File: src/rtl/direction_button_ctrl.sv
// Purpose: synchronise and debounce the direction push-button; each accepted press toggles DIRECTION.
// Latency: press accepted DEBOUNCE_CYCLES+2 edges after the first pressed sample; all outputs registered.
// Backpressure: none; outputs are levels or single-cycle pulses that consumers sample freely.
`timescale 1ns/1ps
module direction_button_ctrl #(
  parameter int unsigned DEBOUNCE_CYCLES = 270000,
  parameter int unsigned LONG_CYCLES     = 13500000,
  parameter bit          ACTIVE_LOW      = 1'b1
) (
  input  logic CLOCK,
  input  logic RESET_N,
  input  logic BUTTON_IN,
  output logic DIRECTION,
  output logic PRESS_PULSE,
  output logic LONG_PULSE,
  output logic BUTTON_STATE
);

  typedef enum logic [1:0] {
    IDLE       = 2'd0,
    DB_PRESS   = 2'd1,
    HELD       = 2'd2,
    DB_RELEASE = 2'd3
  } state_t;

  // Terminal counts; equality compares against these, so counters never wrap.
  localparam logic [23:0] DB_LAST   = 24'(DEBOUNCE_CYCLES - 1);
  localparam logic [23:0] LONG_LAST = 24'(LONG_CYCLES - 1);

  // Polarity normalised so that 1 always means pressed.
  logic raw_pressed;
  logic sync1;
  logic sync2;

  state_t      state;
  state_t      state_nxt;
  logic [23:0] db_cnt;
  logic [23:0] db_cnt_nxt;
  logic [23:0] hold_cnt;
  logic [23:0] hold_cnt_nxt;
  logic        long_done;
  logic        long_done_nxt;
  logic        direction_nxt;
  logic        press_nxt;
  logic        long_nxt;
  logic        button_state_nxt;

  assign raw_pressed = ACTIVE_LOW ? ~BUTTON_IN : BUTTON_IN;

  // Two-flop synchroniser for the asynchronous pin; resets to released.
  always_ff @(posedge CLOCK or negedge RESET_N) begin
    if (!RESET_N) begin
      sync1 <= 1'b0;
      sync2 <= 1'b0;
    end else begin
      sync1 <= raw_pressed;
      sync2 <= sync1;
    end
  end

  // FSM state register.
  always_ff @(posedge CLOCK or negedge RESET_N) begin
    if (!RESET_N) begin
      state <= IDLE;
    end else begin
      state <= state_nxt;
    end
  end

  // Next-state, counter and output decode for the debounce FSM.
  always_comb begin
    state_nxt     = state;
    db_cnt_nxt    = db_cnt;
    hold_cnt_nxt  = hold_cnt;
    long_done_nxt = long_done;
    direction_nxt = DIRECTION;
    press_nxt     = 1'b0;
    long_nxt      = 1'b0;

    case (state)
      IDLE: begin
        if (sync2) begin
          state_nxt  = DB_PRESS;
          db_cnt_nxt = 24'd0;
        end
      end

      DB_PRESS: begin
        if (!sync2) begin
          // Too short to be a press: drop back without touching any output.
          state_nxt = IDLE;
        end else if (db_cnt == DB_LAST) begin
          state_nxt     = HELD;
          press_nxt     = 1'b1;
          direction_nxt = ~DIRECTION;
          hold_cnt_nxt  = 24'd0;
          long_done_nxt = 1'b0;
        end else begin
          db_cnt_nxt = db_cnt + 24'd1;
        end
      end

      HELD: begin
        if (!sync2) begin
          state_nxt  = DB_RELEASE;
          db_cnt_nxt = 24'd0;
        end else if (!long_done) begin
          if (hold_cnt == LONG_LAST) begin
            long_nxt      = 1'b1;
            long_done_nxt = 1'b1;
          end else begin
            hold_cnt_nxt = hold_cnt + 24'd1;
          end
        end
      end

      DB_RELEASE: begin
        if (sync2) begin
          // Release bounce: resume the hold with its progress intact, no new press.
          state_nxt = HELD;
        end else if (db_cnt == DB_LAST) begin
          state_nxt = IDLE;
        end else begin
          db_cnt_nxt = db_cnt + 24'd1;
        end
      end

      default: begin
        state_nxt = IDLE;
      end
    endcase

    button_state_nxt = (state_nxt == HELD) || (state_nxt == DB_RELEASE);
  end

  // Counters, long-press latch and registered outputs.
  always_ff @(posedge CLOCK or negedge RESET_N) begin
    if (!RESET_N) begin
      db_cnt       <= 24'd0;
      hold_cnt     <= 24'd0;
      long_done    <= 1'b0;
      DIRECTION    <= 1'b1;
      PRESS_PULSE  <= 1'b0;
      LONG_PULSE   <= 1'b0;
      BUTTON_STATE <= 1'b0;
    end else begin
      db_cnt       <= db_cnt_nxt;
      hold_cnt     <= hold_cnt_nxt;
      long_done    <= long_done_nxt;
      DIRECTION    <= direction_nxt;
      PRESS_PULSE  <= press_nxt;
      LONG_PULSE   <= long_nxt;
      BUTTON_STATE <= button_state_nxt;
    end
  end

endmodule
File: config.mk
export PLATFORM = sky130hd
export DESIGN_NAME = direction_button_ctrl
export DESIGN_NICKNAME = d
export VERILOG_FILES = /design/src/rtl/direction_button_ctrl.sv
export SDC_FILE = /design/constraint.sdc
export NUM_CORES = 1
export LEC_CHECK = 0
export ABC_CLOCK_PERIOD_IN_PS = 2250
export CAP_MARGIN = 10
export CORE_MARGIN = 2
export CORE_UTILIZATION = 35
export CTS_CLUSTER_SIZE = 10
export DETAILED_ROUTE_END_ITERATION = 16
export SYNTH_ARGS = -nofsm -noshare
export SYNTH_HDL_FRONTEND = slang
export SYNTH_SLANG_ARGS = --single-unit
File: constraint.sdc
create_clock -name CLOCK -period 2.25 [get_ports CLOCK]
set_input_delay 0.45 -clock CLOCK [delete_from_list [all_inputs] [get_ports CLOCK]]
set_output_delay 0.45 -clock CLOCK [all_outputs]
set_load 0.02 [all_outputs]
==> out/results.env <==
DR.PASS1.ITERS=4
CLK_LATENCY_NS=0.31
NUM_ANTENNA_CELLS=0
PEAKVDDDROP_mV=0.3590
TOP_LEVEL_PORTS=7
CTS_SINKS=56
GP_ROUTABILITY_CONGESTION=0.8174
HTREEDEPTH=2
TIMING.CRITICAL_PATH.FROM_TYPE='register'
AREA.GROWTH.SYNTH_TO_FINAL_PCT=14.75
TIMING.SETUP.TNS_NS=0
WORST-SETUP-PATH-TYPE='reg -> reg'
CLOCK_BUFFER_DEPTH=2
SYNTH_TOP_AREA_FRAC=0.4396
TIMING.FINAL.CRIT_SHARE=0.9664
CRIT_PATH_END_KIND='register'
SETUP_REPAIR_AFTER_GLOBAL_ROUTING_MISSED_ITS_MARGIN='false'
DRC_VIOLATION_COUNT_AFTER_ROUTING=0
GLOBAL_ROUTE_WIRE_LENGTH_BEFORE_REPAIR_UM=11820
VIA_COUNT_OF_THE_FIRST_GLOBAL_ROUTING_PASS=2391
GR-TOTAL-OVERFLOW=0
CRITICAL_PATH.N_BUFFERS_INVERTERS=1
CELL_FAMILY_WITH_THE_LARGEST_SHARE_OF_CRITICAL_PATH_DELAY='simple AND/OR/NAND/NOR gates'
RRSETUPSLACK_NS=0.08
DIE_WIDTH_UM=98.58
SYN-MEAN-INSTANCE-AREA_SQ_UM=9.573
MOST_FREQUENTLY_USED_FLOP_MASTER_AFTER_SYNTHESIS='sky130_fd_sc_hd__dfrtp_1'
STATIC-LEAKAGE-POWER_uW=0.001527
WL_PER_CELL_UM=15.24
SETUP_VIOL=0
STATUS='completed'
FMAXACHIEVABLE_MHz=459.9
YOSYSSEQAREASHARE=0.4480
SHARE_OF_CELLS_ABOVE_DRIVE_STRENGTH_1=0.1534
SYNTH_ASYNC_SR_FLOP_SHARE=1.000
YS.WARNINGS.COUNT=0
DESIGN.DIE.AREA_SQ_UM=9717
DETAILEDPLACEMENTHPWL_UM=4970
LEADING_AREA_CONTRIBUTOR_AFTER_SYNTHESIS='sky130_fd_sc_hd__dfrtp_1'
TIMING.MAX_CAP.VIOLATIONS=0
DR_TOTAL_VIAS=2605
START_UTIL=0.3607
GRT_UTIL_ALL_LAYERS=0.1478
SYNTH.FF_LATCH_COUNT=56
WORST_R2R_ENDPOINT='db_cnt[0]'
WORST_PIN_SLEW_NS=0.5743
SETUP_SKEW_NS=0.01330
POST_SYNTHESIS_CELL_TYPE_COUNT=56
GRT_ANTENNA_BEFORE_REPAIR=0
POWER_DENSITY_CELLS_nW_PER_UM2=505.2
CLKSLEWWORSTSETUPHOLDPATHS_NS=0.11
DRTANTENNAVIOLNETS=0
CTS-ROOT-BUF='sky130_fd_sc_hd__clkbuf_8'
SYN-NUM-NETS=332
SYNTH_TOP_CELLS_BY_AREA='sky130_fd_sc_hd__dfrtp_1, sky130_fd_sc_hd__nand2_1, sky130_fd_sc_hd__a21oi_1'
YOSYS.CELL_COUNT.TOP_TYPE='sky130_fd_sc_hd__dfrtp_1'
POST_CTS_HOLD_BUFFER_COUNT=0
COUNT_OF_FLIP_FLOPS_WITH_A_BUILT_IN_ENABLE_AFTER_SYNTHESIS=0
FINAL_CORE_UTIL=0.4139
PLACEMENT_ROWS=34
CRITICAL_PATH_PEAK_FANOUT=7
ROUTED_VIA_DENSITY=5.663
SLEW_VIOL_FINAL=0
HOLDWS_NS=0.07892
LAYOUT_MIN_CYCLE_TIME_NS=2.174
RR_WORST_DEPTH=5
DRT_ITER0_DRC=120
MIN_DELAY_WORST_TYPE='in -> async'
TIMING.SLEW.HEADROOM=0.6164
WORST_SETUP_PATH_STARTPOINT='db_cnt[22]'
TIMING.CRITICAL_PATH.SLOWEST_STAGE_CELL='sky130_fd_sc_hd__or4b_4'
COUNT_OF_INPUT_AND_OUTPUT_BUFFERS=6
FINAL_NETS=356
TRITONCTS.NUM_BUFFERS=5
GRT_MAX_DEGREE=25
POST_SYNTH_INST_COUNT=327
CP_DATA_ARRIVAL_TIME_NS=2.38
CRITICAL-PATH-MAX-STAGE-DELAY_NS=0.55
CRITICAL_PATH_DATA_REQUIRED_TIME_NS=2.46
DIEHEIGHT_UM=98.58
FINAL-HOLD-VIOLATION-COUNT=0
NETLIST_TOP_CELLS_COUNT='sky130_fd_sc_hd__dfrtp_1, sky130_fd_sc_hd__nand2_1, sky130_fd_sc_hd__a21oi_1'
DRT-TOTAL-WL_UM=7012
POST_SYNTH_INSTANCE_AREA_SQ_UM=3131
CRIT_CHAIN='or4b_4 > or3_4 > buf_4 > o21ai_4 > mux2_2'
TRITONCTS='built'
CORE-AREA_SQ_UM=8678
REGTOREGSTARTPOINT='db_cnt[22]'
==> registers in the layout, summed over array words and instances (netlist names) <==
name,cells
db_cnt,24
BUTTON_STATE,1
state,1
sync2,1
hold_cnt,24
PRESS_PULSE,1
sync1,1
DIRECTION,1
LONG_PULSE,1
long_done,1
==> metal layers <==
layer,global-route usage,part of all wire,vias to the layer above
li1,-,-,1277
met1,0.2139,0.51,1289
met2,0.2308,0.45,35
met3,0.03333,0.029,4
met4,0.02634,0.0060,0
met5,0,0,-
==> cell type report <==
class,count,area (sq um)
clock inverters,2,38.79
fillers,873,5086
flip-flops and latches,56,1403
clock buffers,6,82.58
multi-input cells,247,1620
repair buffers,33,282.8
inverters,8,30.03
well taps,108,135.1
==> power breakdown <==
group | internal [uW] | total [uW] | switching [uW]
Clock | 365 | 711 | 346
Combinational | 23.8 | 68.8 | 45.0
Sequential | 1020 | 1030 | 17.1
==> worst max path at each step <==
stage	end	depth (start not counted)	slack (ns)
after floorplan	hold_cnt[17]	8	0.11
after CTS	hold_cnt[12]	5	0.06
final	db_cnt[0]	5	0.08
after global placement	hold_cnt[10]	6	0.12
after detailed placement	hold_cnt[12]	5	0.08
after global routing	db_cnt[16]	6	0.0002
==> kinds of logic (layout without fill, tap and decap cells) <==
logic type                 count (synthesis)  in the layout  share of synthesized area
AOI/OAI and AO/OA                         76             76                     0.1607
xor gates and xnor gates                  12             12                    0.03357
adders and majority gates                  2              2                   0.007992
buffers and inverters                     24             49                    0.03957
DFF                                       56             56                     0.4480
muxes                                      7              7                    0.02278
and+or+nand+nor                          150            150                     0.2874
==> layout by cell type (no fill, tap or decap), drive strengths merged, types with 6 or more instances in the layout <==
cell / netlist / final
nor4: 7 / 7
nor2: 17 / 17
mux2i: 6 / 6
o211ai: 8 / 8
or4: 10 / 10
clkbuf: 7 / 6
or3: 13 / 13
nand4: 13 / 13
nand2: 36 / 36
o21ai: 21 / 21
buf: 9 / 28
nand3: 18 / 18
inv: 8 / 8
xor2: 8 / 8
a21oi: 24 / 24
o31ai: 8 / 8
dfrtp: 55 / 55
and3: 9 / 9
==> timing repair <==
item,in CTS,in global routing
buffers inserted,0,2
setup endpoints to repair,0,9
resized for setup,0,3
==> per-stage QoR <==
stage / total power, uW / setup slack [ns] / area [sq um] / instances
after floorplan: 1080 / 0.1111 / 3131 / 327
after global placement: 1122 / 0.1227 / 3440 / 450
after detailed placement: 1124 / 0.08467 / 3440 / 450
after CTS: 1837 / 0.05999 / 3561 / 458
after global routing: 1886 / 0.0001816 / 3592 / 460
final: 1815 / 0.07553 / 3592 / 460
No activity file was read; power rests on OpenSTA's default activity.
